## config.mk

```make
export PLATFORM = sky130hd
export DESIGN_NAME = nibble_add_seq_flat
export DESIGN_NICKNAME = d
export VERILOG_FILES = /design/src/rtl/nibble_add_seq_if.sv /design/src/rtl/nibble_add_seq.sv /design/src/flat_wrapper.sv
export SDC_FILE = /design/constraint.sdc
export NUM_CORES = 1
export LEC_CHECK = 0
export BUFFER_PORTS_ARGS = -buffer_cell sky130_fd_sc_hd__buf_2
export CORE_MARGIN = 2
export CORE_UTILIZATION = 49
export DETAILED_ROUTE_END_ITERATION = 10
export HOLD_SLACK_MARGIN = 0.02
export PLACE_DENSITY = 0.71
export SYNTH_ARGS = -nofsm -noshare
export SYNTH_HDL_FRONTEND = slang
export SYNTH_SLANG_ARGS = --single-unit
```

## constraint.sdc

```tcl
create_clock -name clk -period 3.9 [get_ports clk]
set_input_delay 0.195 -clock clk [delete_from_list [all_inputs] [get_ports clk]]
set_output_delay 0.195 -clock clk [all_outputs]
set_load 0.01 [all_outputs]
```

## src/rtl/nibble_add_seq_if.sv

```systemverilog
// nibble_add_seq_if: operand/result bundle for the nibble-serial adder (sub signal present with NIBBLE_ADD_SEQ_SUB_EN)
interface nibble_add_seq_if;
  logic        start;
  logic [15:0] op_a;
  logic [15:0] op_b;
  logic        cin;
`ifdef NIBBLE_ADD_SEQ_SUB_EN
  logic        sub;
`endif
  logic        busy;
  logic        done;
  logic [15:0] result;
  logic        cout;
  logic        ovf;
  modport master (
`ifdef NIBBLE_ADD_SEQ_SUB_EN
    output sub,
`endif
    output start, op_a, op_b, cin,
    input  busy, done, result, cout, ovf
  );
  modport slave (
`ifdef NIBBLE_ADD_SEQ_SUB_EN
    input  sub,
`endif
    input  start, op_a, op_b, cin,
    output busy, done, result, cout, ovf
  );
endinterface

```

## src/rtl/nibble_add_seq.sv

```systemverilog
// nibble_add_seq: 16-bit add through one shared 4-bit adder, one nibble per cycle; NIBBLE_ADD_SEQ_SUB_EN adds subtract
module nibble_add_seq (
  input logic            clk,
  input logic            reset,
  nibble_add_seq_if.slave bus
);
  typedef enum logic [1:0] {IDLE, RUN, DONE} state_t;
  state_t      state_q;
  logic [15:0] a_q, b_q, acc_q, result_q;
  logic [1:0]  cnt_q;
  logic        carry_q, cout_q, ovf_q, busy_q, done_q;
  logic [4:0]  nib_sum_d;
  logic [15:0] b_eff_d;
  logic        cin_eff_d;
  // shared 4-bit adder on the current nibble, plus effective B operand and initial carry
  always_comb begin
    nib_sum_d = {1'b0, a_q[{cnt_q, 2'b00} +: 4]} + {1'b0, b_q[{cnt_q, 2'b00} +: 4]} + {4'b0, carry_q};
`ifdef NIBBLE_ADD_SEQ_SUB_EN
    b_eff_d   = bus.sub ? ~bus.op_b : bus.op_b;
    cin_eff_d = bus.sub | bus.cin;
`else
    b_eff_d   = bus.op_b;
    cin_eff_d = bus.cin;
`endif
  end
  // control FSM with datapath and registered outputs
  always_ff @(posedge clk) begin
    if (reset) begin
      state_q  <= IDLE;
      a_q      <= '0;
      b_q      <= '0;
      acc_q    <= '0;
      result_q <= '0;
      cnt_q    <= '0;
      carry_q  <= 1'b0;
      cout_q   <= 1'b0;
      ovf_q    <= 1'b0;
      busy_q   <= 1'b0;
      done_q   <= 1'b0;
    end else begin
      case (state_q)
        IDLE: if (bus.start) begin
          a_q     <= bus.op_a;
          b_q     <= b_eff_d;
          carry_q <= cin_eff_d;
          cnt_q   <= '0;
          busy_q  <= 1'b1;
          state_q <= RUN;
        end
        RUN: begin
          acc_q[{cnt_q, 2'b00} +: 4] <= nib_sum_d[3:0];
          carry_q <= nib_sum_d[4];
          cnt_q   <= cnt_q + 2'd1;
          if (cnt_q == 2'd3) begin
            result_q <= {nib_sum_d[3:0], acc_q[11:0]};
            cout_q   <= nib_sum_d[4];
            ovf_q    <= (a_q[15] == b_q[15]) & (nib_sum_d[3] != a_q[15]);
            busy_q   <= 1'b0;
            done_q   <= 1'b1;
            state_q  <= DONE;
          end
        end
        default: begin
          done_q  <= 1'b0;
          state_q <= IDLE;
        end
      endcase
    end
  end
  assign bus.busy   = busy_q;
  assign bus.done   = done_q;
  assign bus.result = result_q;
  assign bus.cout   = cout_q;
  assign bus.ovf    = ovf_q;
endmodule

```

## src/flat_wrapper.sv

```systemverilog
// flat-port wrapper written by rule: the top's interface ports become plain ports
module nibble_add_seq_flat 
  (clk, reset, bus_start, bus_op_a, bus_op_b, bus_cin, bus_busy, bus_done, bus_result, bus_cout, bus_ovf);
  nibble_add_seq_if bus_i ();
  input logic clk;
  input logic reset;
  input wire logic [$bits(bus_i.start)-1:0] bus_start;
  input wire logic [$bits(bus_i.op_a)-1:0] bus_op_a;
  input wire logic [$bits(bus_i.op_b)-1:0] bus_op_b;
  input wire logic [$bits(bus_i.cin)-1:0] bus_cin;
  output wire logic [$bits(bus_i.busy)-1:0] bus_busy;
  output wire logic [$bits(bus_i.done)-1:0] bus_done;
  output wire logic [$bits(bus_i.result)-1:0] bus_result;
  output wire logic [$bits(bus_i.cout)-1:0] bus_cout;
  output wire logic [$bits(bus_i.ovf)-1:0] bus_ovf;
  assign bus_i.start = bus_start;
  assign bus_i.op_a = bus_op_a;
  assign bus_i.op_b = bus_op_b;
  assign bus_i.cin = bus_cin;
  assign bus_busy = bus_i.busy;
  assign bus_done = bus_i.done;
  assign bus_result = bus_i.result;
  assign bus_cout = bus_i.cout;
  assign bus_ovf = bus_i.ovf;
  nibble_add_seq u_core (.clk(clk), .reset(reset), .bus(bus_i));
endmodule
```

==> results.txt, run 1 <==
Core outline area - 5570 um^2
Pins Over Slew Limit - 0
ANT nets after route - 0
CP Launch Type - register
Post-synthesis sequential area ratio - 48.5%
Via density - 5.17
Worst Reg-to-Reg Cells - 6
Met3 Use GR - 6.18%
Die Height - 80.2 um
Hold path cells - 3
Largest net degree at the start of global routing - 70
Synth area leaders - dfxtp_1 49%, nand2_1 13%, a21oi_1 9.8%
Nets - 422
First-pass GRT wire length - 9900 um
Max_cap viols - 0
Worst Setup End Kind - register
Most frequent cell after synthesis - nand2_1
Setup repair bufs after CTS - 0
Ys flop type - dfxtp_1
Overflow after GRT - 0
Site row count - 27
Worst EP required - 4.14 ns
Mapped Cells - 330
Per-cell routed wire length - 12.9 um
Total chip power - 0.00155 W
Deepest clock path buffer count - 2
RSZ-0062 raised after global routing - no
I/O Pins - 56
Initial antenna violation count - 0
Clock latency on the worst-skew pair - 0.34 ns
Sum of negative setup slack - 0 ns
Ys async rst share - 0%
Top cells by count, synth - 102 x nand2_1, 69 x dfxtp_1, 56 x a21oi_1
Vias in the first global route - 2,212
CTS Buf Count - 9
Synth cell types - 35
Grt met2 use - 33.6%
Critical path data arrival time - 3.27 ns
Worst-path fanout max - 15
Met1 Use GR - 24.1%
Post-Syn Area per Cell - 8.63 um^2
Routed Wire Length - 5860 um
DIE WIDTH - 80.2 um
Slew margin rel. - 20.4%
Via count - 2,340
Net Count, Synth - 376
Busiest grt layer - met2
Synth warn - 0
Layout Skew - 0.00727 ns
Number of synthesized register bits - 69
Post-cts repair resize count - 0
# hold bufs at CTS - 0
Root buf cell - clkbuf_8
Mapped cell area - 2850 um^2
Starting density of the core - 51.1%
Detailed placement HPWL - 4030 um
Max frequency - 0.330 GHz
Setup CP Type - reg -> reg
Clock Pin Slew Worst Setup and Hold Paths - 0.07 ns
Yosys top cell area share - 48.5%
Detailed Routing Iterations Pass 1 - 4
Share of layout cells above drive strength 1 - 21.5%
Die Area - 6430 um^2
Fin crit period - 3.03 ns
GPL Wtd Cong - 0.792
Dpl ws - 0.836 ns
# DRC - 0
Area leader, netlist - dfxtp_1
N_diodes - 0
Pwr dens - 460 nW/um^2
Fin. Hold Viols - 0
Max IR drop VDD - 254 uV
Layout area overhead - 18.2%
Initial drt markers - 129
Least-Margin Pin Slew - 1.19 ns
Setup WS post-layout - 0.873 ns
Tcrit/Tclk final - 77.6%
Post-synth EDFFs - 0
# clock sinks - 69
PortBufs - 55
GRT Total Usage - 20.1%
Min-delay worst type - in -> reg
Setup violation total in the final timing report - 0
H-tree lvl count - 3
Leakage Power - 1.33 nW
CTS tree - built
Status - complete, no violations
## placed cells by master, fill, tap and decap left out, drive strengths merged, types with 2 or more instances in the layout
cell        n
nand2     102
dfxtp      69
a21oi      56
buf        56
nor2       18
clkbuf     11
mux4        8
ha          8
a22oi       7
inv         5
or3         5
nor2b       3
a2bb2oi     3
nor3b       3
nand2b      2
nor3        2
fa          2
bufinv      2
clkinvlp    2
a211oi      2
## area by class of cell
type | instances | area (um^2)
clock buffer | 11 | 141
clock inverter | 5 | 83.8
fill | 537 | 2210
timing repair buffer | 56 | 283
tap | 72 | 90.1
sequential | 69 | 1380
multi-input combinational | 235 | 1370
inverter | 5 | 18.8
## report_power, final
group	leakage (nW)	switching [W]	internal (W)	total, W
combinational	0.662	0.0000826	0.0000676	0.000150
clock	0.106	0.000269	0.000379	0.000648
sequential	0.562	0.0000214	0.000730	0.000752
total	1.33	0.000373	0.00118	0.00155
## through the flow
stage	instances	utilization [%]	instance area (um^2)	hold WS, ns
2_1_floorplan	330	-	2850	0.331
3_3_place_gp	437	56.3	3140	0.437
3_5_place_dp	437	56.3	3140	0.441
4_1_cts	453	60.4	3370	0.0623
5_1_grt	453	60.4	3370	0.0825
6_report	453	60.4	3370	0.0776
## critical path: stages (launching register included)
cell and delay [ns]:
dfxtp_1 0.82, mux4_2 0.61, fa_1 0.44, a211oi_2 0.26, nor3b_1 0.13, or4_1 0.40, a311oi_1 0.26
## worst paths after layout
kind	start	end	slack, ns
setup / recovery	u_core.cnt_q[0]	u_core.bus.ovf	0.87
hold / removal	bus_op_a[10]	u_core.a_q[10]	0.08
setup reg to reg	u_core.cnt_q[0]	u_core.bus.ovf	0.87
hold reg to reg	u_core.bus.result[6]	u_core.bus.result[6]	0.45
## kinds of logic (layout without fill, tap and decap cells)
family | count (synthesis) | count (layout) | share of synthesized area, %
xor+xnor | 1 | 1 | 0.308
compound gates | 73 | 73 | 14.7
flops | 69 | 69 | 48.5
fa+ha+maj | 10 | 10 | 4.92
mux | 8 | 8 | 6.33
simple gates | 143 | 143 | 21.6
buf+inv | 26 | 77 | 3.65
## sequential cells by signal, indices dropped and copies added (netlist names)
| signal | cells |
|---|---|
| u_core.a_q | 16 |
| u_core.bus.ovf | 1 |
| u_core.bus.result | 16 |
| u_core.b_q | 16 |
| u_core.bus.done | 1 |
| u_core.bus.busy | 1 |
| u_core.acc_q | 12 |
| u_core.bus.cout | 1 |
| u_core.state_q | 2 |
| u_core.cnt_q | 2 |
| u_core.carry_q | 1 |
## layer usage
| layer | part of all wire (%) | wire length, um |
|---|---|---|
| met5 | 0 | 0 |
| met4 | 1.5 | 87 |
| met3 | 4.3 | 253 |
| met2 | 48 | 2810 |
| met1 | 46 | 2700 |
No activity file was read; power rests on OpenSTA's default activity.
==> run 2: changes to the inputs <==
==> constraint.sdc (replaced) <==
create_clock -name clk -period 3.1 [get_ports clk]
set_input_delay 0.155 -clock clk [delete_from_list [all_inputs] [get_ports clk]]
set_output_delay 0.155 -clock clk [all_outputs]
set_load 0.01 [all_outputs]
==> results.txt, run 2 (synthesized netlist as in run 1, its figures left out) <==
Starting density of the core - 51.1%
Seq pwr share - 46.3%
Overflow after GRT - 0
Initial antenna violation count - 0
Clock power share - 44.0%
Setup violation total in the final timing report - 0
ANT nets after route - 0
Per-cell routed wire length - 13.0 um
Area post-placement - 3170 um^2
GRT Total Usage - 21.0%
Fin crit period - 2.79 ns
Post-cts repair resize count - 0
# DRC - 0
Worst-path fanout max - 10
Largest net degree at the start of global routing - 49
RSZ-0062 raised after global routing - no
Root buf cell - clkbuf_8
Max IR drop VDD - 364 uV
Min-delay worst type - in -> reg
Reg2reg setup slack - 0.31 ns
CP Launch Type - register
Setup WS post-layout - 0.307 ns
Leading cell type in the layout, fill and taps excluded - nand2_1
Int Pwr - 0.00156 W
Hold path cells - 3
# hold bufs at CTS - 0
Nets - 426
Via density - 5.18
Deepest clock path buffer count - 2
Worst Setup End Kind - register
Status - complete, no violations
Vias in the first global route - 2,261
Worst Hold End - u_core.a_q[3]
Core outline area - 5570 um^2
PortBufs - 55
DIE WIDTH - 80.2 um
H-tree lvl count - 3
Die Area - 6430 um^2
Tcrit/Tclk final - 90.1%
Reg-to-Reg Start - u_core.cnt_q[0]
FF-to-FF End - u_core.bus.ovf
Most frequent cells in the layout - 102 x nand2_1, 69 x dfxtp_1, 56 x a21oi_1
Pwr dens - 596 nW/um^2
Pins Over Slew Limit - 0
CTS Buf Count - 9
CTS tree - built
Least-Margin Pin Slew - 1.01 ns
# clock sinks - 69
First-pass GRT wire length - 10,400 um
Critical path data arrival time - 3.05 ns
Clock Pin Slew Worst Setup and Hold Paths - 0.08 ns
Max frequency - 0.358 GHz
Switch share - 23.3%
Fin. Hold Viols - 0
Layout Skew - 0.0102 ns
Layout area overhead - 20.1%
GPL Wtd Cong - 0.834
Setup CP Type - reg -> reg
N_diodes - 0
Share of layout cells above drive strength 1 - 22.6%
Fin area - 3420 um^2
Sum of negative setup slack - 0 ns
Site row count - 27
Detailed placement HPWL - 4210 um
Max_cap viols - 0
Combinational power share - 9.8%
Leakage Power - 1.36 nW
Dpl ws - 0.315 ns
Setup repair bufs after CTS - 0
Die Height - 80.2 um
Min-delay src - bus_op_a[3]
Detailed Routing Iterations Pass 1 - 4
Clock latency on the worst-skew pair - 0.35 ns
Slew margin rel. - 32.4%
Initial drt markers - 101
NetSw - 0.000474 W
Worst EP required - 3.36 ns
I/O Pins - 56
Routed Wire Length - 5950 um
Worst Reg-to-Reg Cells - 7
Via count - 2,368
## run 2: cell count changes in the layout (fill, tap and decap cells not counted)
cell,before,now
buf_4,1,5
bufinv_16,2,3
clkbuf_1,1,0
clkinv_2,0,1
clkinv_4,1,0
## run 2: cell type report
| type | count | area [um^2] |
|---|---|---|
| clock buffers | 10 | 138 |
| clock inverters | 6 | 110 |
| fillers | 504 | 2160 |
| inverters | 5 | 18.8 |
| multi-input cells | 235 | 1370 |
| flip-flops and latches | 69 | 1380 |
| well taps | 72 | 90.1 |
| repair buffers | 60 | 313 |
## run 2: worst max path at each step
stage	from	to	slack, ns	cells past startpoint
floorplan	u_core.cnt_q[0]	u_core.bus.ovf	0.35	7
global placement	u_core.cnt_q[0]	u_core.bus.ovf	0.42	7
detailed placement	u_core.cnt_q[0]	u_core.bus.ovf	0.31	7
CTS	u_core.cnt_q[0]	u_core.bus.ovf	0.29	7
global route	u_core.cnt_q[0]	u_core.bus.ovf	0.08	7
finish	u_core.cnt_q[0]	u_core.bus.ovf	0.31	7
## run 2: power groups by stage
stage	Combinational [W]	Clock, W	Sequential [W]
final	0.000199	0.000895	0.000942
after floorplan	0.000142	0	0.000953
after detailed placement	0.000200	0	0.000963
after global routing	0.000225	0.000960	0.000946
after CTS	0.000201	0.000909	0.000942
after global placement	0.000193	0	0.000963
## run 2: worst max-delay path: stages, from the launching register on
cell      delay [ns]
dfxtp_1         0.54
buf_4           0.27
mux4_2          0.56
ha_1            0.32
a211oi_2        0.07
o21ba_1         0.24
or4_1           0.47
a311oi_1        0.25
## run 2: through the flow
stage / total power, W / util [%] / hold slack (ns) / cells
6_report: 0.00204 / 61.3 / 0.0330 / 457
5_1_grt: 0.00213 / 61.3 / 0.0249 / 457
4_1_cts: 0.00205 / 61.3 / 0.0247 / 457
3_5_place_dp: 0.00116 / 56.9 / 0.401 / 441
3_3_place_gp: 0.00116 / 56.9 / 0.396 / 441
2_1_floorplan: 0.00110 / - / 0.291 / 330
## run 2: routing by layer
layer / global-route usage, % / wire length (um) / up-vias / share of wire, %
met4: 8.31 / 112 / 0 / 1.9
met2: 34.0 / 2880 / 56 / 48
li1: - / - / 1218 / -
met3: 7.64 / 275 / 11 / 4.6
met5: 0 / 0 / - / 0
met1: 25.4 / 2680 / 1083 / 45
==> run 3: changes to the inputs <==
--- a/config.mk
+++ b/config.mk
@@ -5,12 +5,13 @@
 export SDC_FILE = /design/constraint.sdc
 export NUM_CORES = 1
 export LEC_CHECK = 0
-export BUFFER_PORTS_ARGS = -buffer_cell sky130_fd_sc_hd__buf_2
 export CORE_MARGIN = 2
-export CORE_UTILIZATION = 49
+export CORE_UTILIZATION = 45
 export DETAILED_ROUTE_END_ITERATION = 10
+export DONT_BUFFER_PORTS = 1
 export HOLD_SLACK_MARGIN = 0.02
-export PLACE_DENSITY = 0.71
+export PLACE_DENSITY = 0.59
+export SKIP_CTS_REPAIR_TIMING = 1
 export SYNTH_ARGS = -nofsm -noshare
 export SYNTH_HDL_FRONTEND = slang
 export SYNTH_SLANG_ARGS = --single-unit
==> results.txt, run 3 (synthesized netlist as in run 1, its figures left out) <==
Die Height - 83.5 um
Core outline area - 6030 um^2
CP Launch Type - register
Setup violation total in the final timing report - 0
CTS tree - built
Starting density of the core - 47.2%
First-pass GRT wire length - 9920 um
# clock sinks - 69
Least-Margin Pin Slew - 1.03 ns
I/O Pins - 56
Critical path data arrival time - 3.04 ns
Leading cell type in the layout, fill and taps excluded - nand2_1
Layout Skew - 0.00368 ns
Worst Setup End Kind - register
Critical-path top delay cell - dfxtp_1
Via density - 5.26
Nets - 402
Fin. Hold Viols - 0
CP peak stage delay - 0.61 ns
ANT nets after route - 0
Tcrit/Tclk final - 89.4%
RSZ-0062 raised after global routing - no
Largest net degree at the start of global routing - 70
Dpl ws - 0.303 ns
CP top delay family - flip-flops
Initial drt markers - 106
Initial antenna violation count - 0
GRT Total Usage - 18.1%
Max_cap viols - 0
Detailed Routing Iterations Pass 1 - 6
Max frequency - 0.361 GHz
Per-cell routed wire length - 14.2 um
Worst EP required - 3.37 ns
Via count - 2,295
Worst-path fanout max - 8
Worst path bufs/invs - 0
Leakage Power - 1.22 nW
Met2 WL post-DR - 3000 um
Pins Over Slew Limit - 0
Clock latency on the worst-skew pair - 0.35 ns
CTS Buf Count - 9
CP cell instances - mux4_2 -> fa_1 -> a211oi_2 -> nor3b_1 -> or4_1 -> a311oi_1
H-tree lvl count - 3
Site row count - 28
Met3 routed WL - 242 um
GPL Wtd Cong - 0.832
Root buf cell - clkbuf_8
Detailed placement HPWL - 3960 um
# DRC - 0
DRT met1 WL - 2770 um
DIE WIDTH - 83.5 um
Most frequent cells in the layout - 102 x nand2_1, 69 x dfxtp_1, 56 x a21oi_1
Share of layout cells above drive strength 1 - 8.31%
Deepest clock path buffer count - 2
N_diodes - 0
Setup CP Type - reg -> reg
Top Metal Used - met4
Slew margin rel. - 31.2%
Max IR drop VDD - 291 uV
Sum of negative setup slack - 0 ns
Die Area - 6980 um^2
Fin crit period - 2.77 ns
PortBufs - 0
Layout area overhead - 19.8%
Setup WS post-layout - 0.329 ns
Pwr dens - 533 nW/um^2
Overflow after GRT - 0
Routed Wire Length - 6170 um
Vias in the first global route - 2,003
Status - complete, no violations
Min-delay worst type - in -> reg
Clock Pin Slew Worst Setup and Hold Paths - 0.07 ns
==> run 3: cell count changes in the layout (fill, tap and decap cells not counted), sizes merged <==
cell and delta:
buf -56, bufinv -3, clkbuf +2, clkinv +2
clkinvlp -1, dlygate4sd3 +32
==> run 3: routing by layer <==
layer | vias to the layer above | GRT usage, %
met2 | 53 | 28.2
met4 | 0 | 9.68
li1 | 1172 | -
met1 | 1056 | 23.3
met3 | 14 | 4.35
met5 | - | 0
==> run 3: final timing paths <==
kind | start | endpoint | slack [ns] | depth (start not counted)
setup / recovery | u_core.cnt_q[0] | u_core.bus.ovf | 0.33 | 6
hold / removal | bus_cin | u_core.carry_q | 0.02 | 2
setup reg to reg | u_core.cnt_q[0] | u_core.bus.ovf | 0.33 | 6
hold reg to reg | u_core.b_q[7] | u_core.b_q[7] | 0.46 | 2
==> run 3: layout make-up <==
cell class	count	area [um^2]
tap	75	93.8
multi-input combinational	235	1370
timing repair buffer	36	370
sequential	69	1380
inverter	5	18.8
clock buffer	12	155
fill	575	2620
clock inverter	4	22.5
==> run 3: where the power goes <==
part / switching [W] / total, W / leakage [nW] / internal [W]
clock: 0.000334 / 0.000663 / 0.0921 / 0.000330
combinational: 0.000106 / 0.000208 / 0.570 / 0.000102
sequential: 0.0000262 / 0.000945 / 0.562 / 0.000919
total: 0.000466 / 0.00182 / 1.22 / 0.00135
==> run 3: per-stage QoR <==
stage | hold WS (ns) | utilization (%) | std cells | area (um^2) | total power (W)
after floorplan | 0.291 | - | 330 | 2850 | 0.00110
after CTS | -0.151 | 50.8 | 403 | 3060 | 0.00179
after global placement | 0.231 | 47.9 | 387 | 2880 | 0.00112
after global routing | 0.0228 | 56.6 | 436 | 3410 | 0.00190
final | 0.0177 | 56.6 | 436 | 3410 | 0.00182
after detailed placement | 0.232 | 47.9 | 387 | 2880 | 0.00113
